--- config.mk ---
export PLATFORM = sky130hd
export DESIGN_NAME = axi_rd_join_arbiter
export DESIGN_NICKNAME = d
export VERILOG_FILES = /design/src/rtl/axi_rd_join_arbiter.sv
export SDC_FILE = /design/constraint.sdc
export NUM_CORES = 1
export LEC_CHECK = 0
export BUFFER_PORTS_ARGS = -buffer_cell sky130_fd_sc_hd__buf_4
export CORE_AREA = 4 4 151 153
export CTS_BUF_LIST = sky130_fd_sc_hd__clkbuf_8
export DETAILED_ROUTE_END_ITERATION = 16
export DIE_AREA = 0 0 155 157
export SYNTH_ARGS = -nofsm -noshare
export SYNTH_HDL_FRONTEND = slang
export SYNTH_SLANG_ARGS = --single-unit
--- constraint.sdc ---
create_clock -name clk_i -period 3.9 [get_ports clk_i]
set_input_delay 0.78 -clock clk_i [delete_from_list [all_inputs] [get_ports clk_i]]
set_output_delay 0.78 -clock clk_i [all_outputs]
set_load 0.01 [all_outputs]
--- src/rtl/axi_rd_join_arbiter.sv ---
// Two-requester AXI read join: round-robin AR arbitration with the winner index prepended to the ID,
// R beats steered back by that ID MSB, and per-requester outstanding-burst throttling.
module axi_rd_join_arbiter #(
    parameter int IdWidth   = 4,
    parameter int AddrWidth = 64,
    parameter int DataWidth = 64,
    parameter int MaxTxns   = 8,
    localparam int CntW     = $clog2(MaxTxns + 1)
) (
    input  logic                            clk_i,
    input  logic                            rst_i,
    input  logic [1:0][IdWidth-1:0]         in_ar_id_i,
    input  logic [1:0][AddrWidth-1:0]       in_ar_addr_i,
    input  logic [1:0][7:0]                 in_ar_len_i,
    input  logic [1:0]                      in_ar_valid_i,
    output logic [1:0]                      in_ar_ready_o,
    output logic [IdWidth-1:0]              in_r_id_o,
    output logic [DataWidth-1:0]            in_r_data_o,
    output logic [1:0]                      in_r_resp_o,
    output logic                            in_r_last_o,
    output logic [1:0]                      in_r_valid_o,
    input  logic [1:0]                      in_r_ready_i,
    output logic [IdWidth:0]                out_ar_id_o,
    output logic [AddrWidth-1:0]            out_ar_addr_o,
    output logic [7:0]                      out_ar_len_o,
    output logic                            out_ar_valid_o,
    input  logic                            out_ar_ready_i,
    input  logic [IdWidth:0]                out_r_id_i,
    input  logic [DataWidth-1:0]            out_r_data_i,
    input  logic [1:0]                      out_r_resp_i,
    input  logic                            out_r_last_i,
    input  logic                            out_r_valid_i,
    output logic                            out_r_ready_o,
    output logic                            dbg_state_o,
    output logic                            dbg_rr_ptr_o,
    output logic [1:0][CntW-1:0]            dbg_cnt_o
);

    // Handshakes: a transfer happens on a rising edge where valid && ready are both high;
    // valid is never withdrawn by this block once a request is locked.
    typedef enum logic {
        ST_IDLE = 1'b0,
        ST_LOCK = 1'b1
    } state_e;

    localparam logic [CntW-1:0] MaxCnt = CntW'(MaxTxns);

    state_e               state_q;
    logic                 grant_q;
    logic                 rr_ptr_q;
    logic [1:0][CntW-1:0] cnt_q;
    logic [1:0][CntW-1:0] cnt_d;

    logic [1:0] eligible;
    logic       grant_idle;
    logic       grant;
    logic       ar_hs;
    logic       r_sel;
    logic       r_hs;

    always_comb begin
        for (int i = 0; i < 2; i++) begin
            eligible[i] = in_ar_valid_i[i] && (cnt_q[i] < MaxCnt);
        end
        grant_idle = eligible[rr_ptr_q] ? rr_ptr_q : ~rr_ptr_q;
        grant      = (state_q == ST_LOCK) ? grant_q : grant_idle;
    end

    assign out_ar_valid_o = !rst_i && ((state_q == ST_LOCK) || (|eligible));
    assign ar_hs          = out_ar_valid_o && out_ar_ready_i;
    assign out_ar_id_o    = {grant, in_ar_id_i[grant]};
    assign out_ar_addr_o  = in_ar_addr_i[grant];
    assign out_ar_len_o   = in_ar_len_i[grant];

    always_comb begin
        in_ar_ready_o        = 2'b00;
        in_ar_ready_o[grant] = ar_hs;
    end

    // R steering: the extra ID MSB selects the requester and is stripped on return.
    assign r_sel         = out_r_id_i[IdWidth];
    assign in_r_id_o     = out_r_id_i[IdWidth-1:0];
    assign in_r_data_o   = out_r_data_i;
    assign in_r_resp_o   = out_r_resp_i;
    assign in_r_last_o   = out_r_last_i;
    assign out_r_ready_o = !rst_i && in_r_ready_i[r_sel];
    assign r_hs          = out_r_valid_i && out_r_ready_o;

    always_comb begin
        in_r_valid_o        = 2'b00;
        in_r_valid_o[r_sel] = out_r_valid_i && !rst_i;
    end

    always_comb begin
        for (int i = 0; i < 2; i++) begin
            logic inc;
            logic dec;
            inc      = ar_hs && (grant == 1'(i));
            dec      = r_hs && out_r_last_i && (r_sel == 1'(i)) && (cnt_q[i] != '0);
            cnt_d[i] = cnt_q[i];
            if (inc && !dec) begin
                cnt_d[i] = cnt_q[i] + CntW'(1);
            end else if (dec && !inc) begin
                cnt_d[i] = cnt_q[i] - CntW'(1);
            end
        end
    end

    always_ff @(posedge clk_i) begin
        if (rst_i) begin
            state_q  <= ST_IDLE;
            grant_q  <= 1'b0;
            rr_ptr_q <= 1'b0;
            cnt_q    <= '0;
        end else begin
            cnt_q <= cnt_d;
            if (ar_hs) begin
                rr_ptr_q <= ~grant;
            end
            case (state_q)
                ST_IDLE: begin
                    if ((|eligible) && !out_ar_ready_i) begin
                        state_q <= ST_LOCK;
                        grant_q <= grant_idle;
                    end
                end
                ST_LOCK: begin
                    if (out_ar_ready_i) begin
                        state_q <= ST_IDLE;
                    end
                end
                default: state_q <= ST_IDLE;
            endcase
        end
    end

    // A beat for a requester with nothing outstanding means the downstream misbehaved.
    always_ff @(posedge clk_i) begin
        if (!rst_i && r_hs) begin
            assert (cnt_q[r_sel] != '0)
            else $error("R beat returned to requester with no outstanding burst");
        end
    end

    assign dbg_state_o  = state_q;
    assign dbg_rr_ptr_o = rr_ptr_q;
    assign dbg_cnt_o    = cnt_q;

endmodule

==> flow_summary.json, run 1 <==
{
  "start_kind": "input pin",
  "netlist_top_cells_area": "mux2_2 (37%), buf_4 (27%), dfxtp_1 (10%)",
  "wl_mm": 12.9,
  "synth_top_area_share_pct": 37.1,
  "synth-seq-cells": 11,
  "clockBufferDepth": 2,
  "gp_congestion": 0.756,
  "hp-class": "reg2reg",
  "holdBufCountCts": 0,
  "met2_wirelength_mm": 6.37,
  "post-cts-setup-buffers": 0,
  "grt_max_degree": 57,
  "grt_remaining_overflow": 0,
  "rsz0062_at_grt": "no",
  "cts-htree-levels": 1,
  "clock-sinks": 11,
  "finalSetupViolCount": 0,
  "multi_input_area_um2": 1350,
  "fin_crit_sh_pct": 79.7,
  "root_buffer": "clkbuf_8",
  "start_util_pct": 10.1,
  "cp.arrival_ns": 2.33,
  "yosysWarnings": 0,
  "top_layer": "met4",
  "vias_per_cell": 3.46,
  "total_power_uw": 979,
  "drtIter0Drc": 113,
  "grt_use_total_pct": 9.16,
  "critPathKind": "in2out",
  "syn_nets": 481,
  "ys_types": 30,
  "status": "finished, final reports clean",
  "fin_tns_setup_ns": 0,
  "syn_inst": 241,
  "hold_viol": 0,
  "dpl_worst_slack_ns": 0.618,
  "wl_met3_mm": 1.99,
  "areaGrowthSynthToFinish_pct": 79.4,
  "skew_ns": 0.00652,
  "slew_violations": 0,
  "hpwlAfterDp_mm": 11.7,
  "ir_drop_mv": 0.148,
  "crit_fanout": 56,
  "grt_pass1_wl_mm": 16.6,
  "yosysSeqAreaShare_pct": 10.1,
  "cts_tree": "done",
  "core_um2": 21600,
  "max_slew_margin_pct": 71.7,
  "clock.fmax_mhz": 322,
  "clk_pin_slew_worst_paths_ns": 0.05,
  "route.detailed.drc": 0,
  "io_buffers": 255,
  "fin_crit_ns": 3.11,
  "required_ns": 3.12,
  "worstSkewPairLatency_ns": 0.24,
  "die_area_um2": 24300,
  "tightest_slew_ns": 0.422,
  "wl_met1_mm": 4.40,
  "setup_slack_ns": 0.793,
  "die_y_um": 157,
  "avgSynthCellArea_um2": 9.06,
  "dr.pass1.iters": 4,
  "finalNetCount": 660,
  "synth_top_cell_by_area": "mux2_2",
  "postRouteAntennaNets": 0,
  "io-pin-count": 396,
  "first_global_vias": 2389,
  "synth_area_um2": 2180,
  "n_fill_cell": 2432,
  "cts_resized": 0,
  "rows": 54,
  "crit_path_end_kind": "output port",
  "drive_gt1_share_pct": 80.0,
  "wl_per_cell_um": 18.4,
  "cap_violations": 0,
  "regArea_um2": 220,
  "cellPowerDensity_nw_per_um2": 250,
  "tritoncts.num_buffers": 3,
  "p_leak_nw": 1.88,
  "dr_total_vias": 2421,
  "antenna_found_initial": 1,
  "die_x_um": 155
}
-- synth_stat cells --
library cell,instances
xnor2_1,2
nor2b_1,4
o21ai_2,1
a211oi_1,2
and3_1,1
o21ai_0,1
a211o_1,2
nand2b_1,1
dfxtp_1,11
inv_1,4
or4_1,1
nor3b_1,2
a31oi_1,3
buf_4,80
mux2_1,6
nor2_1,15
and3b_1,1
nand3_1,3
nand2b_4,1
clkbuf_1,3
nor4_1,1
mux2_2,72
mux2i_1,3
nand2_1,4
ha_1,6
or2_2,1
fa_1,2
xor2_1,2
a21o_1,1
a21oi_1,5
-- report_power, final --
group	switching, mW	internal, mW	leakage, nW
sequential	0.0154	0.124	0.0900
clock	0.0434	0.0692	0.0269
combinational	0.304	0.424	1.76
-- logic make-up after synthesis --
kind of cell / count (synthesis) / share of synthesized area, %
multiplexers: 81 / 41.6
adder cells (fa/ha/maj): 8 / 5.27
flip-flops: 11 / 10.1
buffers and inverters: 87 / 28.7
XOR/XNOR: 4 / 1.60
AND/OR/NAND/NOR: 35 / 8.30
AO/OA/AOI/OAI: 15 / 4.47
-- worst max-delay path, stage by stage --
cell     delay [ns]
buf_4          0.11
nor3b_1        0.12
a21o_1         0.19
o21ai_4        0.19
buf_12         0.27
mux2_2         0.40
buf_4          0.16
-- registers in the layout, summed over array words and instances (netlist names) --
signal / count
dbg_cnt_o: 8
dbg_rr_ptr_o: 1
dbg_state_o: 1
grant_q: 1
-- placed cells by master (no fill, tap or decap), drive strengths merged, types with 2 or more instances in the layout --
cell type	n
xnor2	2
dfxtp	11
a211oi	2
buf	257
inv	5
fa	2
o21ai	2
a31oi	3
mux2i	3
xor2	2
mux2	78
clkbuf	3
nand2	4
a211o	2
nor2b	4
nor3b	2
a21oi	5
nor2	15
nand3	3
nand2b	2
ha	6
-- path summary, 6_finish.rpt --
kind                    start               to  slack [ns]  depth (start not counted)
max          in_ar_valid_i[0]  out_ar_len_o[7]        0.79                          7
min reg2reg           grant_q          grant_q        0.46                          2
min                   grant_q          grant_q        0.46                          2
max reg2reg      dbg_cnt_o[7]     dbg_cnt_o[7]        1.06                         11
-- layer usage --
layer,GRT usage [%],vias up
met4,2.10,0
li1,-,1118
met2,15.7,202
met1,10.0,1089
met5,0,-
met3,4.98,12
-- per-stage QoR --
stage	util, %	hold slack, ns	area, µm²	instances
final	18.2	0.458	3920	700
after global routing	18.2	0.484	3920	700
after CTS	18.2	0.459	3920	699
after detailed placement	18.0	0.451	3870	695
after global placement	18.0	0.445	3870	695
after floorplan	-	0.437	2180	241
-- cell type report --
cell class                      count  area share [%]
Antenna cell                        1          0.0638
Clock buffer                        3            1.05
Clock inverter                      1          0.0958
Inverter                            4           0.383
Multi-Input combinational cell    143            34.3
Sequential cell                    11            5.62
Tap cell                          280            8.94
Timing Repair Buffer              257            49.5
Note: power is estimated with default switching activity, not from simulation.
==> inputs of run 2 (changes only) <==
clock period = 2.9 ns   (was 3.9 ns; I/O delays follow)
==> flow_summary.json, run 2 (same netlist as run 1, synthesis figures left out) <==
{
  "status": "finished, final reports clean",
  "areaGrowthSynthToFinish_pct": 81.4,
  "skew_ns": 0.00797,
  "first_global_vias": 2435,
  "path_cells": "buf_4, nor3b_1, a21o_1, o21ai_4, buf_4, buf_4, mux2_2, buf_4",
  "cts_tree": "done",
  "hold_viol": 0,
  "clk_pin_slew_worst_paths_ns": 0.06,
  "start_util_pct": 10.1,
  "grt_pass1_wl_mm": 15.7,
  "post-cts-setup-buffers": 0,
  "clock.fmax_mhz": 359,
  "hpwlAfterDp_mm": 11.0,
  "critPathKind": "in2out",
  "grt_use_total_pct": 8.61,
  "clockBufferDepth": 2,
  "finalSetupViolCount": 0,
  "fin_crit_ns": 2.79,
  "gp_congestion": 0.801,
  "root_buffer": "clkbuf_8",
  "die_area_um2": 24300,
  "fin_crit_sh_pct": 96.1,
  "dr.pass1.iters": 4,
  "cellPowerDensity_nw_per_um2": 344,
  "ir_drop_mv": 0.201,
  "rows": 54,
  "crit_path_end_kind": "output port",
  "drive_gt1_share_pct": 80.7,
  "final_common_cell": "buf_4",
  "cp.arrival_ns": 2.21,
  "grt_max_degree": 36,
  "fin_tns_setup_ns": 0,
  "max_stage_delay_ns": 0.42,
  "route.detailed.drc": 0,
  "tightest_slew_ns": 0.329,
  "finalNetCount": 665,
  "rsz0062_at_grt": "no",
  "postRouteAntennaNets": 0,
  "hp-class": "reg2reg",
  "antenna_found_initial": 0,
  "tritoncts.num_buffers": 3,
  "diodes": 0,
  "start_kind": "input pin",
  "p_leak_nw": 1.90,
  "largest_register_ffs": 8,
  "required_ns": 2.32,
  "drtIter0Drc": 61,
  "grt_remaining_overflow": 0,
  "die_y_um": 157,
  "cts_resized": 0,
  "final_cell_mix": "buf_4 (261), mux2_2 (72), nor2_1 (15), dfxtp_1 (11)",
  "wl_per_cell_um": 17.5,
  "clock-sinks": 11,
  "io_buffers": 255,
  "worstSkewPairLatency_ns": 0.24,
  "max_slew_margin_pct": 78.1,
  "cap_violations": 0,
  "core_um2": 21600,
  "crit_slowest_cell": "mux2_2",
  "vias_per_cell": 3.42,
  "wl_mm": 12.3,
  "cts-htree-levels": 1,
  "die_x_um": 155,
  "final_util_pct": 18.4,
  "crit_fanout": 21,
  "holdBufCountCts": 0,
  "slew_violations": 0,
  "dr_total_vias": 2410,
  "io-pin-count": 396,
  "crit_top_cell": "buf_4"
}
run 2: cell types whose count changed in the layout (fill, tap and decap cells not counted):
cell,delta
nor2b_4,+1
clkinv_2,+1
inv_1,-1
buf_4,+5
nor2b_1,-1
diode_2,-1
run 2: critical path: cells and delay by family:
kind | cells | cell delay (ns)
AO/OA/AOI/OAI | 2 | 0.35
multiplexers | 1 | 0.42
AND/OR/NAND/NOR | 1 | 0.12
buffers and inverters | 4 | 0.71
run 2: metrics by stage:
step | std cells | power, mW | instance area (µm²) | hold WS [ns] | setup slack [ns]
after CTS | 704 | 1.39 | 3960 | 0.491 | 0.0930
after floorplan | 241 | 0.763 | 2200 | 0.437 | 0.0259
after global placement | 700 | 1.22 | 3920 | 0.444 | 0.0568
after detailed placement | 700 | 1.22 | 3920 | 0.460 | 0.0757
final | 704 | 1.36 | 3960 | 0.496 | 0.114
after global routing | 704 | 1.44 | 3960 | 0.524 | 0.0216
run 2: power breakdown:
| group | switching (mW) | internal (mW) | total (mW) |
|---|---|---|---|
| registers | 0.0207 | 0.166 | 0.187 |
| logic | 0.436 | 0.583 | 1.02 |
| clock network | 0.0613 | 0.0945 | 0.156 |
run 2: layout make-up:
class	instances	area [µm²]
clock buffer	3	41.3
sequential	11	220
tap	280	350
timing repair buffer	262	1980
clock inverter	1	5.00
fill	2435	17600
inverter	4	15.0
multi-input combinational	143	1350
run 2: path summary, 6_finish.rpt:
kind	from	cells after the start	slack (ns)	end
min	grant_q	2	0.50	grant_q
max	in_ar_valid_i[0]	8	0.11	out_ar_addr_o[50]
max reg2reg	dbg_cnt_o[3]	11	0.30	dbg_cnt_o[3]
min reg2reg	grant_q	2	0.50	grant_q
run 2: per-layer routing:
metal	vias to the layer above	track usage [%]	wire (µm)	part of all wire (%)
met5	-	0	0	0
met4	0	0.631	38	0.31
met3	6	4.78	1940	16
met2	226	13.0	5320	43
met1	1055	11.3	5020	41
li1	1123	-	-	-
==> inputs of run 3 (changes only) <==
PLACE_DENSITY = 0.41   (was not set)
clock period = 3.45 ns   (was 2.9 ns; I/O delays follow)
==> flow_summary.json, run 3 (same netlist as run 1, synthesis figures left out) <==
{
  "status": "finished, final reports clean",
  "die_y_um": 157,
  "hpwlAfterDp_mm": 10.4,
  "cts-htree-levels": 1,
  "hold_viol": 0,
  "p_int_uw": 702,
  "p_leak_nw": 1.89,
  "min_path_cells": 2,
  "clock.fmax_mhz": 324,
  "use_met2_pct": 13.5,
  "wl_per_cell_um": 16.6,
  "io-pin-count": 396,
  "crit_fanout": 20,
  "holdBufCountCts": 0,
  "core_um2": 21600,
  "crit_path_end_kind": "output port",
  "root_buffer": "clkbuf_8",
  "dr_total_vias": 2307,
  "wl_mm": 11.6,
  "gr-max-usage-layer": "met2",
  "cellPowerDensity_nw_per_um2": 284,
  "fin_crit_sh_pct": 89.4,
  "ir_drop_mv": 0.166,
  "total_power_mw": 1.12,
  "clock-sinks": 11,
  "combPwrFrac_pct": 74.1,
  "pwr-share-clk_pct": 11.6,
  "path_cells": "buf_4, nor3b_1, a21o_1, o21ai_4, buf_4, buf_4, mux2_2, buf_4",
  "worstSkewPairLatency_ns": 0.24,
  "final_common_cell": "buf_4",
  "max_stage_delay_ns": 0.40,
  "diodes": 0,
  "grt_pass1_wl_mm": 15.1,
  "power_frac_seq_pct": 14.3,
  "cp.depth": 8,
  "vias_per_cell": 3.29,
  "die_area_um2": 24300,
  "start_util_pct": 10.1,
  "cts_tree": "done",
  "swShare_pct": 37.1,
  "dp.cells": 697,
  "final_util_pct": 18.2,
  "place_area_um2": 3890,
  "grt_remaining_overflow": 0,
  "cp.arrival_ns": 2.39,
  "start_kind": "input pin",
  "areaGrowthSynthToFinish_pct": 80.0,
  "rows": 54,
  "crit_family": "buffers and inverters",
  "crit_top_cell": "buf_4",
  "fin_crit_ns": 3.08,
  "switchingPower_uw": 415,
  "clk_pin_slew_worst_paths_ns": 0.05,
  "finalSetupViolCount": 0,
  "grt_max_degree": 51,
  "setup_slack_ns": 0.366,
  "max_slew_margin_pct": 75.8,
  "largest_register_ffs": 8,
  "fin_tns_setup_ns": 0,
  "instances_no_fill": 701,
  "drive_gt1_share_pct": 80.0,
  "tightest_slew_ns": 0.361,
  "skew_ns": 0.00105,
  "tritoncts.num_buffers": 3,
  "path_buf_inv": 4,
  "required_ns": 2.76,
  "reg2reg_depth": 12,
  "clockBufferDepth": 2,
  "finalNetCount": 662,
  "route.detailed.drc": 0,
  "rsz0062_at_grt": "no",
  "gp_congestion": 0.823,
  "crit_slowest_cell": "mux2_2",
  "post-cts-setup-buffers": 0,
  "slew_violations": 0,
  "critPathKind": "in2out",
  "first_global_vias": 2417,
  "postRouteAntennaNets": 0,
  "use_met3_pct": 3.13,
  "cts_resized": 0,
  "io_buffers": 255,
  "final_cell_mix": "buf_4 (258), mux2_2 (72), nor2_1 (15), dfxtp_1 (11)",
  "holdWs_ns": 0.463,
  "die_x_um": 155,
  "hp-class": "reg2reg",
  "grt_use_total_pct": 8.04,
  "drtIter0Drc": 58,
  "use_met1_pct": 9.72,
  "final_cell_area_um2": 3930,
  "cap_violations": 0,
  "dpl_worst_slack_ns": 0.265,
  "dr.pass1.iters": 4,
  "antenna_found_initial": 0
}
[run 3: cell count changes in the layout (fill, tap and decap cells not counted), sizes merged]
cell    before  now
buf        262  259
inv          4    5
clkinv       1    0
[run 3: final timing paths]
kind | slack (ns) | from | to
min | 0.46 | grant_q | grant_q
max | 0.37 | in_ar_valid_i[0] | out_ar_addr_o[49]
max reg2reg | 0.66 | dbg_cnt_o[7] | dbg_cnt_o[3]
min reg2reg | 0.46 | grant_q | grant_q
[run 3: power by group through the flow]
| stage | Sequential (mW) | Combinational (mW) | Clock [mW] |
|---|---|---|---|
| finish | 0.159 | 0.828 | 0.130 |
| global route | 0.161 | 0.886 | 0.140 |
| CTS | 0.159 | 0.846 | 0.134 |
| detailed placement | 0.162 | 0.840 | 0 |
| global placement | 0.161 | 0.837 | 0 |
| floorplan | 0.161 | 0.476 | 0 |
[run 3: worst reg2reg max path, stage by stage, from the launching register on]
cell	delay (ns)
dfxtp_1	0.34
nand2b_4	0.17
a21o_1	0.22
o21ai_4	0.18
buf_4	0.22
nor2_1	0.09
ha_1	0.21
inv_1	0.13
ha_1	0.29
a21oi_1	0.21
a211oi_1	0.11
a31oi_1	0.17
mux2_2	0.35
[run 3: layout make-up]
cell class,instances,area [µm²]
multi-input cells,143,1350
repair buffers,259,1960
clock buffers,3,41.3
clock inverters,1,3.75
well taps,280,350
inverters,4,15.0
flip-flops and latches,11,220
fillers,2408,17600
[run 3: layer usage]
layer | vias to the layer above | wire, µm
met1 | 1051 | 4380
met4 | 0 | 156
met3 | 20 | 1140
met2 | 118 | 5960
met5 | - | 0
li1 | 1118 | -
